===== config.mk =====
export PLATFORM = sky130hd
export DESIGN_NAME = lsu_apb_multibeat_flat
export DESIGN_NICKNAME = d
export VERILOG_FILES = /design/src/rtl/lsu_apb_multibeat_if.sv /design/src/rtl/lsu_apb_multibeat.sv /design/src/flat_wrapper.sv
export SDC_FILE = /design/constraint.sdc
export NUM_CORES = 1
export LEC_CHECK = 0
export BUFFER_PORTS_ARGS = -buffer_cell sky130_fd_sc_hd__clkbuf_2
export CAP_MARGIN = 20
export CELL_PAD_IN_SITES_DETAIL_PLACEMENT = 0
export CELL_PAD_IN_SITES_GLOBAL_PLACEMENT = 2
export CORE_MARGIN = 5
export CORE_UTILIZATION = 25
export CTS_CLUSTER_SIZE = 12
export DETAILED_ROUTE_END_ITERATION = 12
export PLACE_DENSITY = 0.69
export SLEW_MARGIN = 40
export SYNTH_ARGS = -nofsm -noshare
export SYNTH_HDL_FRONTEND = slang
export SYNTH_SLANG_ARGS = --single-unit

===== constraint.sdc =====
create_clock -name clk -period 5 [get_ports clk]
set_input_delay 1 -clock clk [delete_from_list [all_inputs] [get_ports clk]]
set_output_delay 1 -clock clk [all_outputs]
set_load 0.05 [all_outputs]

===== src/rtl/lsu_apb_multibeat_if.sv =====
// rtl/lsu_apb_multibeat_if.sv - request, beat response and APB signal bundle for lsu_apb_multibeat
// The master modport is the load/store unit; the slave modport is its environment.
interface lsu_apb_multibeat_if #(
  parameter int ADDR_W = 32,
  parameter int DATA_W = 32,
  parameter int OUT_W  = 16
);
  logic                start_i;
  logic                dir_i;
  logic [1:0]          size_i;
  logic                ext_i;
  logic [ADDR_W-1:0]   addr_i;
  logic [DATA_W-1:0]   wdata_i;
  logic                ready_o;
  logic                valid_o;
  logic                last_o;
  logic                err_o;
  logic [OUT_W-1:0]    ldata_o;
  logic [ADDR_W-1:0]   paddr_o;
  logic                psel_o;
  logic                penable_o;
  logic                pwrite_o;
  logic [DATA_W-1:0]   pwdata_o;
  logic [DATA_W/8-1:0] pstrb_o;
  logic [DATA_W-1:0]   prdata_i;
  logic                pready_i;
  logic                pslverr_i;

  modport master (
    input  start_i, dir_i, size_i, ext_i, addr_i, wdata_i,
    output ready_o, valid_o, last_o, err_o, ldata_o,
    output paddr_o, psel_o, penable_o, pwrite_o, pwdata_o, pstrb_o,
    input  prdata_i, pready_i, pslverr_i
  );

  modport slave (
    output start_i, dir_i, size_i, ext_i, addr_i, wdata_i,
    input  ready_o, valid_o, last_o, err_o, ldata_o,
    input  paddr_o, psel_o, penable_o, pwrite_o, pwdata_o, pstrb_o,
    output prdata_i, pready_i, pslverr_i
  );
endinterface


===== src/rtl/lsu_apb_multibeat.sv =====
// rtl/lsu_apb_multibeat.sv - APB load/store unit with misaligned split, load extension and narrow beat drain
// All outputs decode from registered state, so an asynchronous reset drops the bus immediately.
module lsu_apb_multibeat #(
  parameter int ADDR_W      = 32,
  parameter int DATA_W      = 32,
  parameter int OUT_W       = 16,
  parameter int MISALIGN_EN = 1,
  parameter int TIMEOUT_CYC = 0
) (
  input logic                 clk,
  input logic                 rst,
  lsu_apb_multibeat_if.master bus
);
  localparam int BPW    = DATA_W / 8;
  localparam int SW     = 2 * BPW;
  localparam int OFF_W  = $clog2(BPW);
  localparam int NB     = DATA_W / OUT_W;
  localparam int BEAT_W = (NB > 1) ? $clog2(NB) : 1;

  typedef enum logic [2:0] {
    S_IDLE, S_SETUP1, S_ACCESS1, S_SETUP2, S_ACCESS2, S_DRAIN, S_ERR
  } state_t;

  state_t              state_q, state_d;
  logic                dir_q, dir_d;
  logic [1:0]          size_q, size_d;
  logic                ext_q, ext_d;
  logic [ADDR_W-1:0]   addr_q, addr_d;
  logic [DATA_W-1:0]   wdata_q, wdata_d;
  logic                mis_q, mis_d;
  logic [DATA_W-1:0]   rdata1_q, rdata1_d;
  logic [DATA_W-1:0]   rdata2_q, rdata2_d;
  logic [BEAT_W-1:0]   beat_q, beat_d;
  logic [31:0]         wait_q, wait_d;

  logic [OFF_W-1:0]    req_off;
  logic                req_mis;
  logic                req_bad;
  logic [OFF_W-1:0]    off;
  logic [ADDR_W-1:0]   base_addr;
  logic [SW-1:0]       strb_wide;
  logic [2*DATA_W-1:0] wdata_wide;
  logic [2*DATA_W-1:0] rdata_wide;
  logic                sign;
  logic [7:0]          fill;
  logic [DATA_W-1:0]   result;
  logic                timeout_hit;
  logic                drain_done;

  // Decode of the incoming request, used only on the capture cycle.
  always_comb begin
    req_off = bus.addr_i[OFF_W-1:0];
    req_mis = (32'(req_off) + (32'd1 << bus.size_i)) > 32'(BPW);
    req_bad = ((bus.size_i == 2'd3) && (DATA_W < 64)) || (req_mis && (MISALIGN_EN == 0));
  end

  // Lane steering: both bus words are viewed as one double-width window.
  always_comb begin
    off        = addr_q[OFF_W-1:0];
    base_addr  = addr_q & ~ADDR_W'(BPW - 1);
    strb_wide  = ((SW'(1) << (32'd1 << size_q)) - SW'(1)) << off;
    wdata_wide = {{DATA_W{1'b0}}, wdata_q} << {off, 3'b000};
    rdata_wide = {rdata2_q, rdata1_q} >> {off, 3'b000};
    sign       = rdata_wide[(32'd8 << size_q) - 32'd1];
    fill       = {8{ext_q & sign}};
    result     = '0;
    for (int i = 0; i < BPW; i++) begin
      result[8*i +: 8] = (32'(i) < (32'd1 << size_q)) ? rdata_wide[8*i +: 8] : fill;
    end
  end

  always_comb begin
    timeout_hit = (TIMEOUT_CYC > 0) && (wait_q == 32'(TIMEOUT_CYC - 1)) && !bus.pready_i;
    drain_done  = dir_q || (beat_q == BEAT_W'(NB - 1));
  end

  always_comb begin
    bus.psel_o    = 1'b0;
    bus.penable_o = 1'b0;
    bus.pwrite_o  = 1'b0;
    bus.paddr_o   = '0;
    bus.pstrb_o   = '0;
    bus.pwdata_o  = '0;
    if (state_q == S_SETUP1 || state_q == S_ACCESS1) begin
      bus.psel_o    = 1'b1;
      bus.penable_o = (state_q == S_ACCESS1);
      bus.pwrite_o  = dir_q;
      bus.paddr_o   = base_addr;
      bus.pstrb_o   = strb_wide[BPW-1:0];
      bus.pwdata_o  = wdata_wide[DATA_W-1:0];
    end else if (state_q == S_SETUP2 || state_q == S_ACCESS2) begin
      bus.psel_o    = 1'b1;
      bus.penable_o = (state_q == S_ACCESS2);
      bus.pwrite_o  = dir_q;
      bus.paddr_o   = base_addr + ADDR_W'(BPW);
      bus.pstrb_o   = strb_wide[SW-1:BPW];
      bus.pwdata_o  = wdata_wide[2*DATA_W-1:DATA_W];
    end
  end

  always_comb begin
    bus.ready_o = (state_q == S_IDLE);
    bus.err_o   = (state_q == S_ERR);
    bus.valid_o = (state_q == S_DRAIN);
    bus.last_o  = (state_q == S_DRAIN) && drain_done;
    bus.ldata_o = '0;
    if (state_q == S_DRAIN && !dir_q) begin
      bus.ldata_o = result[32'(beat_q) * OUT_W +: OUT_W];
    end
  end

  always_comb begin
    state_d  = state_q;
    dir_d    = dir_q;
    size_d   = size_q;
    ext_d    = ext_q;
    addr_d   = addr_q;
    wdata_d  = wdata_q;
    mis_d    = mis_q;
    rdata1_d = rdata1_q;
    rdata2_d = rdata2_q;
    beat_d   = beat_q;
    wait_d   = wait_q;
    case (state_q)
      S_IDLE: begin
        if (bus.start_i) begin
          dir_d    = bus.dir_i;
          size_d   = bus.size_i;
          ext_d    = bus.ext_i;
          addr_d   = bus.addr_i;
          wdata_d  = bus.wdata_i;
          mis_d    = req_mis;
          rdata1_d = '0;
          rdata2_d = '0;
          beat_d   = '0;
          state_d  = req_bad ? S_ERR : S_SETUP1;
        end
      end
      S_SETUP1: begin
        wait_d  = '0;
        state_d = S_ACCESS1;
      end
      S_ACCESS1: begin
        if (bus.pready_i) begin
          if (bus.pslverr_i) begin
            state_d = S_ERR;
          end else begin
            rdata1_d = bus.prdata_i;
            state_d  = mis_q ? S_SETUP2 : S_DRAIN;
          end
        end else if (timeout_hit) begin
          state_d = S_ERR;
        end else begin
          wait_d = wait_q + 32'd1;
        end
      end
      S_SETUP2: begin
        wait_d  = '0;
        state_d = S_ACCESS2;
      end
      S_ACCESS2: begin
        if (bus.pready_i) begin
          if (bus.pslverr_i) begin
            state_d = S_ERR;
          end else begin
            rdata2_d = bus.prdata_i;
            state_d  = S_DRAIN;
          end
        end else if (timeout_hit) begin
          state_d = S_ERR;
        end else begin
          wait_d = wait_q + 32'd1;
        end
      end
      S_DRAIN: begin
        if (drain_done) begin
          state_d = S_IDLE;
        end else begin
          beat_d = beat_q + BEAT_W'(1);
        end
      end
      S_ERR: begin
        state_d = S_IDLE;
      end
      default: begin
        state_d = S_IDLE;
      end
    endcase
  end

  always_ff @(posedge clk or posedge rst) begin
    if (rst) begin
      state_q  <= S_IDLE;
      dir_q    <= 1'b0;
      size_q   <= 2'd0;
      ext_q    <= 1'b0;
      addr_q   <= '0;
      wdata_q  <= '0;
      mis_q    <= 1'b0;
      rdata1_q <= '0;
      rdata2_q <= '0;
      beat_q   <= '0;
      wait_q   <= '0;
    end else begin
      state_q  <= state_d;
      dir_q    <= dir_d;
      size_q   <= size_d;
      ext_q    <= ext_d;
      addr_q   <= addr_d;
      wdata_q  <= wdata_d;
      mis_q    <= mis_d;
      rdata1_q <= rdata1_d;
      rdata2_q <= rdata2_d;
      beat_q   <= beat_d;
      wait_q   <= wait_d;
    end
  end
endmodule

===== src/flat_wrapper.sv =====
// flat-port wrapper written by rule: the top's interface ports become plain ports
module lsu_apb_multibeat_flat 
#(
  parameter int ADDR_W      = 32,
  parameter int DATA_W      = 32,
  parameter int OUT_W       = 16,
  parameter int MISALIGN_EN = 1,
  parameter int TIMEOUT_CYC = 0
)
  (clk, rst, bus_start_i, bus_dir_i, bus_size_i, bus_ext_i, bus_addr_i, bus_wdata_i, bus_ready_o, bus_valid_o, bus_last_o, bus_err_o, bus_ldata_o, bus_paddr_o, bus_psel_o, bus_penable_o, bus_pwrite_o, bus_pwdata_o, bus_pstrb_o, bus_prdata_i, bus_pready_i, bus_pslverr_i);
  lsu_apb_multibeat_if #(.ADDR_W(ADDR_W), .DATA_W(DATA_W), .OUT_W(OUT_W)) bus_i ();
  input logic clk;
  input logic rst;
  input wire logic [$bits(bus_i.start_i)-1:0] bus_start_i;
  input wire logic [$bits(bus_i.dir_i)-1:0] bus_dir_i;
  input wire logic [$bits(bus_i.size_i)-1:0] bus_size_i;
  input wire logic [$bits(bus_i.ext_i)-1:0] bus_ext_i;
  input wire logic [$bits(bus_i.addr_i)-1:0] bus_addr_i;
  input wire logic [$bits(bus_i.wdata_i)-1:0] bus_wdata_i;
  output wire logic [$bits(bus_i.ready_o)-1:0] bus_ready_o;
  output wire logic [$bits(bus_i.valid_o)-1:0] bus_valid_o;
  output wire logic [$bits(bus_i.last_o)-1:0] bus_last_o;
  output wire logic [$bits(bus_i.err_o)-1:0] bus_err_o;
  output wire logic [$bits(bus_i.ldata_o)-1:0] bus_ldata_o;
  output wire logic [$bits(bus_i.paddr_o)-1:0] bus_paddr_o;
  output wire logic [$bits(bus_i.psel_o)-1:0] bus_psel_o;
  output wire logic [$bits(bus_i.penable_o)-1:0] bus_penable_o;
  output wire logic [$bits(bus_i.pwrite_o)-1:0] bus_pwrite_o;
  output wire logic [$bits(bus_i.pwdata_o)-1:0] bus_pwdata_o;
  output wire logic [$bits(bus_i.pstrb_o)-1:0] bus_pstrb_o;
  input wire logic [$bits(bus_i.prdata_i)-1:0] bus_prdata_i;
  input wire logic [$bits(bus_i.pready_i)-1:0] bus_pready_i;
  input wire logic [$bits(bus_i.pslverr_i)-1:0] bus_pslverr_i;
  assign bus_i.start_i = bus_start_i;
  assign bus_i.dir_i = bus_dir_i;
  assign bus_i.size_i = bus_size_i;
  assign bus_i.ext_i = bus_ext_i;
  assign bus_i.addr_i = bus_addr_i;
  assign bus_i.wdata_i = bus_wdata_i;
  assign bus_ready_o = bus_i.ready_o;
  assign bus_valid_o = bus_i.valid_o;
  assign bus_last_o = bus_i.last_o;
  assign bus_err_o = bus_i.err_o;
  assign bus_ldata_o = bus_i.ldata_o;
  assign bus_paddr_o = bus_i.paddr_o;
  assign bus_psel_o = bus_i.psel_o;
  assign bus_penable_o = bus_i.penable_o;
  assign bus_pwrite_o = bus_i.pwrite_o;
  assign bus_pwdata_o = bus_i.pwdata_o;
  assign bus_pstrb_o = bus_i.pstrb_o;
  assign bus_i.prdata_i = bus_prdata_i;
  assign bus_i.pready_i = bus_pready_i;
  assign bus_i.pslverr_i = bus_pslverr_i;
  lsu_apb_multibeat #(.ADDR_W(ADDR_W), .DATA_W(DATA_W), .OUT_W(OUT_W), .MISALIGN_EN(MISALIGN_EN), .TIMEOUT_CYC(TIMEOUT_CYC)) u_core (.clk(clk), .rst(rst), .bus(bus_i));
endmodule

* Word level (Yosys, flattened, before mapping)
Index checks and enable logic that the tools add are counted.
Cells by class: eq/ne operators 14, bitwise operators 1, add/subtract/negate cells 5, shifts and indexed selects 8, reduce and logical (&&, ||, !) cells 15, magnitude comparators 6, mux-type cells 36
Operators by type and width (count):
- two-way mux 32 bit | 7
- one-hot mux 32 bit (2 select lines) | 2
- less-than comparator 1 x 32 -> 1 bit, first input constant | 2
- less-than comparator 2 x 32 -> 1 bit, first input constant | 2
- << shifter 1 x 2 -> 32 bit, first input constant | 2
- << shifter 32 x 5 -> 64 bit | 1
- >> shifter 64 x 5 -> 64 bit | 1
- adder 2 x 32 -> 32 bit | 1
- adder 32 x 3 -> 32 bit, second input constant | 1
- > comparator 32 x 3 -> 1 bit, second input constant | 1
- less-than comparator 32 x 7 -> 1 bit, second input constant | 1
- two-way mux 8 bit | 4
- indexed part select 32 x 6 -> 16 bit | 1
- << shifter 1 x 32 -> 8 bit, first input constant | 1
- << shifter 4 x 2 -> 32 bit, first input constant | 1
- subtractor 32 x 1 -> 32 bit, second input constant | 1
- two-way mux 3 bit | 7
- one-hot mux 3 bit (6 select lines) | 1
- two-way mux 16 bit | 1
- != test 2 bit, second input constant | 6
- AND reduction 4 bit | 3
- equality test 3 bit, second input constant | 3
- two-way mux 1 bit | 9
- two-way mux 4 bit | 2
- 18 further kinds | 24
Word-level totals: word-level logic and storage cells 95, register bits 137, output and inout port bits 91, input port bits 105

* Longest topological paths before layout
Gate-level depths: netlist of the first run.
depth in word-level cells 8, depth in mapped cells 10, depth with buffers taken out 8

* Worst setup path before layout of the first run
OpenSTA, ideal clock, no wires.
kind reg-to-output, start register u_core.state_q[0], end output bus_paddr_o[17], setup slack 1.010 ns, data required time 4.000 ns, path buffers 3, stages on the path, launching flop included 7, arrival 2.990 ns, cells stage by stage dfrtp_1 buf_4 or3b_4 o21a_1 buf_6 buf_6 o41ai_1
Between the ends: word-level cells in the longest chain between the ends 4, elaborated cells on any way between the ends 8, classes of those cells eq/ne (4); mux (2); reduce/logical (2)
RTL lines:
- from (decl) | line lsu_apb_multibeat.sv:24 | state_t state_q, state_d;
- from (signal assigned) | line lsu_apb_multibeat.sv:205 | state_q <= state_d;
- equality test 3 x 2 -> 1 bit or equality test 3 bit (tied branches) | line lsu_apb_multibeat.sv:91 | end else if (state_q == S_SETUP2 || state_q == S_ACCESS2) begin
- logical OR 1 bit | line lsu_apb_multibeat.sv:91
- two-way mux 32 bit | line lsu_apb_multibeat.sv:91
- two-way mux 32 bit (*) | line lsu_apb_multibeat.sv:84 | if (state_q == S_SETUP1 || state_q == S_ACCESS1) begin
- to (decl) | line flat_wrapper.sv:25 | output wire logic [$bits(bus_i.paddr_o)-1:0] bus_paddr_o;
Mark *: on every way between the ends. The rest lies on a longest branch, timed or not.

* Worst setup path in the final report of the first run
start register u_core.size_q[1], end output bus_ldata_o[13]
Between the ends: word-level cells in the longest chain between the ends 8, elaborated cells on any way between the ends 12, classes of those cells add/sub (1); order compare (2); shift (3); mux (5); bitwise (1)
RTL lines:
- from (decl) | line lsu_apb_multibeat.sv:26 | logic [1:0] size_q, size_d;
- from (signal assigned) | line lsu_apb_multibeat.sv:207 | size_q <= size_d;
- << shifter 4 x 2 -> 32 bit | line lsu_apb_multibeat.sv:64 | sign = rdata_wide[(32'd8 << size_q) - 32'd1];
- subtractor 32 x 1 -> 32 bit | line lsu_apb_multibeat.sv:64
- binary-select mux 1 bit (select 6 bit) | line lsu_apb_multibeat.sv:64
- two-way mux 1 bit (implied by the code) | line lsu_apb_multibeat.sv:64
- AND 1 bit | line lsu_apb_multibeat.sv:65 | fill = {8{ext_q & sign}};
- two-way mux 8 bit | line lsu_apb_multibeat.sv:68 | result[8*i +: 8] = (32'(i) < (32'd1 << size_q)) ? rdata_wide[8*i +: 8] : fill;
- indexed part select 32 x 6 -> 16 bit (*) | line lsu_apb_multibeat.sv:108 | bus.ldata_o = result[32'(beat_q) * OUT_W +: OUT_W];
- two-way mux 16 bit (*) | line lsu_apb_multibeat.sv:107 | if (state_q == S_DRAIN && !dir_q) begin
- to (decl) | line flat_wrapper.sv:24 | output wire logic [$bits(bus_i.ldata_o)-1:0] bus_ldata_o;
Mark *: on every way between the ends. The rest lies on a longest branch, timed or not. The select of a mux whose other input is x is not followed.

==> metrics, run 1 <==
Fmax=approximately 0.23 GHz; Buf/Inv on CP=2; hpwl dp=approximately 21,000 µm; RSZ-0062 raised after global routing=false; post-synthesis sequential area ratio=between 30% and 40%; Worst setup EP type=output port; top-count cell post-synth=nand2_1; fin crit period=4.42 ns; # fillers=3,627; post-cts resize count=0; power per standard cell area=778 nW/µm²; CP Class=reg2out; fin crit share=88.3%; synthesized instance count=920; Site Rows=67; number of nets with antenna violations after routing=0; DRC viols=0; Die X-Extent=around 190 µm; Slew HR=45.6%; Syn Std Cell Area=8500 µm²; worst path required time=4.00 ns; vias in the first global route=between 7,000 and 8,000; Synth top area share=between 30 and 40%; final setup violation count=0; Post-synth EDFFs=0; # diodes=0; CP cell instances=inv_1 > nand2_1 > ha_1 > nand2b_1 > o32ai_2 > o211ai_2 > a21oi_1 > clkbuf_2; most area-consuming cells after synthesis=dfrtp_1 (38%), mux2_2 (9.9%), nand2_1 (8.3%), mux4_2 (8.0%), o21ai_0 (6.8%); synthesis-stage register bit count=roughly 130; first-pass GRT wire length=47,100 µm; Worst-Skew Late Latency=about 0.44 ns; Overall Global Routing Usage=15.8%; peak supply drop=0.372 mV; Leakage=between 0.004 and 0.005 µW; PortBufs=193; Crit-path slowest cell=dfrtp_1; Crit Path Max Fanout=21; Iter 0 DRT Violations=roughly 440; Worst path depth=8; Yosys cell types=69; largest net degree at the start of global routing=77; CTS tree=done; Worst Reg-to-Reg Cells=3; Fin. Hold Viols=0; cell accounting for the most synthesized area=dfrtp_1; Nets=1,179; vias per cell=4.96; FFs w/ async S/R, synth=100%; GRT Residual Overflow=0; dpl ws=1.06 ns; Synth Area per Inst=9.24 µm²; clk slew on worst S/H paths=roughly 0.05 ns; WHS=0.475 ns; setup_tns=0 ns; area delta synth->final=21.7%; status=complete, no violations; routability congestion estimate=0.794; type of origin of the critical path=flop; Total Power=between 8000 and 9000 µW; post-DR wirelength/cell=19.5 µm; clk buf depth=2; Main synth FF type=dfrtp_1; htree depth=4; clock sinks=between 100 and 150; Warnings, synthesis=0; Worst Hold Class=reg2reg; DR pass1 iterations=5; final slew viol count=0; Vias=7,576; Max-Cap Viols=0; initial core utilization=25.3%; initial antenna violation count=0; Post-CTS Hold Buffers=0; layout cells sized above 1=between 30 and 40%; CP max stage delay=0.75 ns; postcts setup bufs=0; die height=between 150 and 200 µm; final clock skew=slightly below 0.008 ns; CTS buffer count=17; delay-heaviest family, CP=compound AO/OA/AOI/OAI gates; die area=37,800 µm²; Worst EP arrival=3.42 ns; WHS Path Cells=2; Post-Route WL=29,800 µm; post-layout util=30.8%; I/O pin total=between 150 and 200; core area=33,500 µm²; clk root buf=clkbuf_16; Worst Tran Pin Value=0.814 ns; top cells by count, synth=nand2_1 (189), dfrtp_1 (129), o21ai_0 (116); Worst Setup Slack, final=0.584 ns
[cell type report]
cell class	count	area, µm²	area share (%)
clock buffer	23	488	4.72
clock inverter	6	57.6	0.557
inverter	16	67.6	0.653
multi-input combinational	700	4860	47.0
sequential	129	3230	31.3
tap	448	561	5.42
timing repair buffer	206	1080	10.4
[metal layers]
metal | track usage, % | vias to the layer above | share of wire, %
met5 | 0 | - | 0
met4 | 4.40 | 0 | 1.7
met3 | 4.24 | 25 | 5.6
met2 | 25.3 | 231 | 46
met1 | 21.2 | 3685 | 46
li1 | - | 3635 | -
[power breakdown]
| group | total, µW | internal, µW | switching (µW) |
|---|---|---|---|
| registers | 2200 | 1510 | 690 |
| logic | 4640 | 1530 | 3100 |
| clock network | 1200 | 724 | 475 |
[worst register-to-register path: stages, from the launching register on]
cell	delay [ns]
dfrtp_1	0.60
nor4b_4	0.71
buf_12	0.43
mux2_2	0.42
[kinds of logic after synthesis]
kind of cell,synth area share (%)
compound gates,17.2
fa+ha+maj,0.677
simple gates,17.6
flops,38.0
xor+xnor,0.515
mux,20.8
other cells,0.0441
buf+inv,5.11
[registers in the layout, indices dropped and copies added (netlist names)]
register,cells
u_core.addr_q,32
u_core.rdata1_q,32
u_core.wdata_q,32
u_core.rdata2_q,24
u_core.state_q,3
u_core.size_q,2
u_core.beat_q,1
u_core.dir_q,1
u_core.ext_q,1
u_core.mis_q,1
[placed cells by master, fill, tap and decap left out, types with 3 or more instances in the layout]
| cell type | synthesis | layout |
|---|---|---|
| a21o_1 | 4 | 4 |
| a21oi_1 | 47 | 47 |
| a22oi_1 | 10 | 10 |
| a31oi_1 | 8 | 8 |
| a32oi_1 | 6 | 6 |
| and2_1 | 7 | 6 |
| and3_1 | 11 | 11 |
| buf_4 | 12 | 12 |
| clkbuf_16 | 0 | 17 |
| clkbuf_2 | 0 | 193 |
| clkbuf_8 | 0 | 4 |
| clkinv_2 | 0 | 4 |
| dfrtp_1 | 129 | 127 |
| ha_1 | 3 | 3 |
| inv_1 | 16 | 15 |
| mux2_2 | 75 | 75 |
| mux2i_1 | 25 | 25 |
| mux4_2 | 30 | 30 |
| nand2_1 | 189 | 188 |
| nand2b_1 | 13 | 13 |
| nand3_1 | 13 | 13 |
| nand3b_1 | 3 | 3 |
| nand4_1 | 10 | 10 |
| nor2_1 | 30 | 29 |
| nor3_1 | 7 | 7 |
| nor3_4 | 3 | 3 |
| o211ai_1 | 13 | 13 |
| o21ai_0 | 116 | 116 |
| o21ai_2 | 2 | 3 |
| o221ai_1 | 3 | 3 |
| o22ai_1 | 13 | 13 |
| o31ai_1 | 4 | 4 |
| o41ai_1 | 3 | 3 |
| xor2_1 | 4 | 4 |
[through the flow]
stage / cell area (µm²) / cells
2_1_floorplan: 8500 / 921
3_3_place_gp: 9780 / 1499
3_5_place_dp: 9790 / 1499
4_1_cts: 10300 / 1528
5_1_grt: 10300 / 1528
6_report: 10300 / 1528
[worst paths after layout]
path | start | endpoint | slack, ns
max | u_core.size_q[1] | bus_ldata_o[13] | 0.58
min | u_core.rdata2_q[16] | u_core.rdata2_q[16] | 0.47
max reg2reg | u_core.state_q[2] | u_core.wdata_q[22] | 2.73
min reg2reg | u_core.rdata2_q[16] | u_core.rdata2_q[16] | 0.47
max in group asynchronous | rst | u_core.rdata2_q[16] | 3.51
min in group asynchronous | rst | u_core.rdata1_q[10] | 0.62
Note: power is estimated with default switching activity, not from simulation.
==> inputs of run 2 (changes only) <==
--- a/config.mk
+++ b/config.mk
@@ -9,12 +9,14 @@
 export CAP_MARGIN = 20
 export CELL_PAD_IN_SITES_DETAIL_PLACEMENT = 0
 export CELL_PAD_IN_SITES_GLOBAL_PLACEMENT = 2
+export CORE_ASPECT_RATIO = 1.1
 export CORE_MARGIN = 5
 export CORE_UTILIZATION = 25
 export CTS_CLUSTER_SIZE = 12
 export DETAILED_ROUTE_END_ITERATION = 12
+export GPL_ROUTABILITY_DRIVEN = 0
 export PLACE_DENSITY = 0.69
-export SLEW_MARGIN = 40
+export SLEW_MARGIN = 15
 export SYNTH_ARGS = -nofsm -noshare
 export SYNTH_HDL_FRONTEND = slang
 export SYNTH_SLANG_ARGS = --single-unit
==> run 2 against run 1 <==
Compared with the run above: power up 0.64%; sequential share of layout area down 0.079 points; combinational power down 1%; highest routed layer unchanged; sequential cell count unchanged; via count about the same; non-clock buffer count up 1; hold slack better by 0.0071 ns; die area about the same; critical path type unchanged; largest cell class unchanged.
==> metrics, run 2 (synthesized netlist as in run 1, its figures left out) <==
status=complete, no violations; Leakage=0.00444 µW; initial core utilization=25.4%; Worst Reg-to-Reg Cells=3; RSZ-0062 raised after global routing=false; largest net degree at the start of global routing=between 70 and 80; leading cell types in the layout, fill and taps excluded=clkbuf_2 (193), nand2_1 (188), dfrtp_1 (127); Reg area=roughly 3200 µm²; CTS tree=done; Pint=3800 µW; peak supply drop=0.282 mV; Site Rows=70; worst path required time=4.00 ns; PortBufs=193; power per standard cell area=781 nW/µm²; Iter 0 DRT Violations=377; register share of total power=27.6%; multi-input logic area=4850 µm²; initial antenna violation count=0; core area=33,500 µm²; Die X-Extent=approximately 190 µm; htree depth=4; Sw Ratio=about 53%; WHS Path Cells=2; Total Power=8090 µW; fin crit period=4.59 ns; Worst-Skew Late Latency=0.43 ns; layout cells sized above 1=34.1%; type of origin of the critical path=flop; Post-Route WL=29,500 µm; Slew HR=41.4%; Overall Global Routing Usage=15.3%; postcts setup bufs=0; die height=203 µm; clk root buf=clkbuf_16; DRC viols=0; # diodes=0; Crit Path Max Fanout=21; Fmax=0.218 GHz; Final Non-Filler Cells=1,515; clock sinks=around 130; vias in the first global route=7,316; clock share of power=15.9%; commonest non-fill, non-tap cell in the layout=clkbuf_2; vias per cell=5.00; DR pass1 iterations=5; post-layout util=a little under a third; area delta synth->final=22.0%; CTS buffer count=17; post-DR wirelength/cell=between 15 and 20 µm; hpwl dp=20,800 µm; Post-CTS Hold Buffers=0; Vias=between 7,000 and 8,000; Worst EP arrival=3.59 ns; Max-Cap Viols=0; Worst Hold Class=reg2reg; die area=37,800 µm²; fin crit share=between 90 and 100%; biggest regs=u_core.addr_q x32, u_core.rdata1_q x32, u_core.wdata_q x32; final clock skew=approximately 0.013 ns; Gate power share=56.6%; setup_tns=0 ns; number of nets with antenna violations after routing=0; Worst Tran Pin Value=0.879 ns; # placed instances=1,483; final setup violation count=0; clk buf depth=2; P_sw=4290 µW; GRT Residual Overflow=0; clk slew on worst S/H paths=0.07 ns; first-pass GRT wire length=44,800 µm; Worst setup EP type=output port; Fin. Hold Viols=0; post-cts resize count=0; # fillers=3,592; final slew viol count=0; CP Class=reg2out; I/O pin total=between 150 and 200; Nets=1,180
-- run 2: cell count changes in the layout (fill, tap and decap cells not counted), sizes merged --
| cell | before | now |
|---|---|---|
| buf | 13 | 14 |
| bufinv | 1 | 2 |
| clkbuf | 216 | 211 |
| clkinvlp | 1 | 2 |
| inv | 16 | 21 |
-- run 2: path summary, 6_finish.rpt --
kind / from / to / slack, ns
max: u_core.size_q[1] / bus_ldata_o[13] / 0.41
min: u_core.rdata2_q[22] / u_core.rdata2_q[22] / 0.48
max reg2reg: u_core.state_q[2] / u_core.wdata_q[18] / 2.69
min reg2reg: u_core.rdata2_q[22] / u_core.rdata2_q[22] / 0.48
max in group asynchronous: rst / u_core.wdata_q[14] / 3.33
min in group asynchronous: rst / u_core.rdata1_q[27] / 0.62
-- run 2: layout make-up --
| class | count | area share, % |
|---|---|---|
| tap | 432 | 5.21 |
| sequential | 129 | 31.2 |
| timing repair buffer | 207 | 10.6 |
| clock inverter | 13 | 1.50 |
| inverter | 16 | 0.628 |
| multi-input combinational | 700 | 46.8 |
| clock buffer | 18 | 4.14 |
-- run 2: metrics by stage --
step	cell area [µm²]	hold WS [ns]	setup WS, ns
floorplan	8500	0.444	0.559
global placement	9760	0.462	0.995
detailed placement	9760	0.472	0.943
CTS	10300	0.487	0.457
global route	10400	0.499	0.282
finish	10400	0.482	0.405
-- run 2: layer usage --
| layer | wire [µm] | GRT usage, % | up-vias |
|---|---|---|---|
| met2 | 13700 | 24.2 | 229 |
| met4 | 626 | 4.63 | 0 |
| met1 | 13500 | 21.0 | 3676 |
| met5 | 0 | 0 | - |
| li1 | - | - | 3634 |
| met3 | 1660 | 3.00 | 33 |
-- run 2: power groups by stage --
stage / Sequential [µW] / Combinational, µW / Clock [µW]
after global routing: 2330 / 4950 / 1370
after floorplan: 1860 / 3810 / 0
final: 2230 / 4580 / 1280
after detailed placement: 2250 / 4610 / 0
after global placement: 2240 / 4600 / 0
after CTS: 2230 / 4620 / 1320
-- run 2: worst max-delay path: stages (launching register included) --
cell	delay (ns)
dfrtp_1	0.80
inv_1	0.32
nand2_1	0.13
ha_1	0.29
nand2b_1	0.18
o32ai_2	0.37
o211ai_2	0.31
a21oi_1	0.40
clkbuf_2	0.35
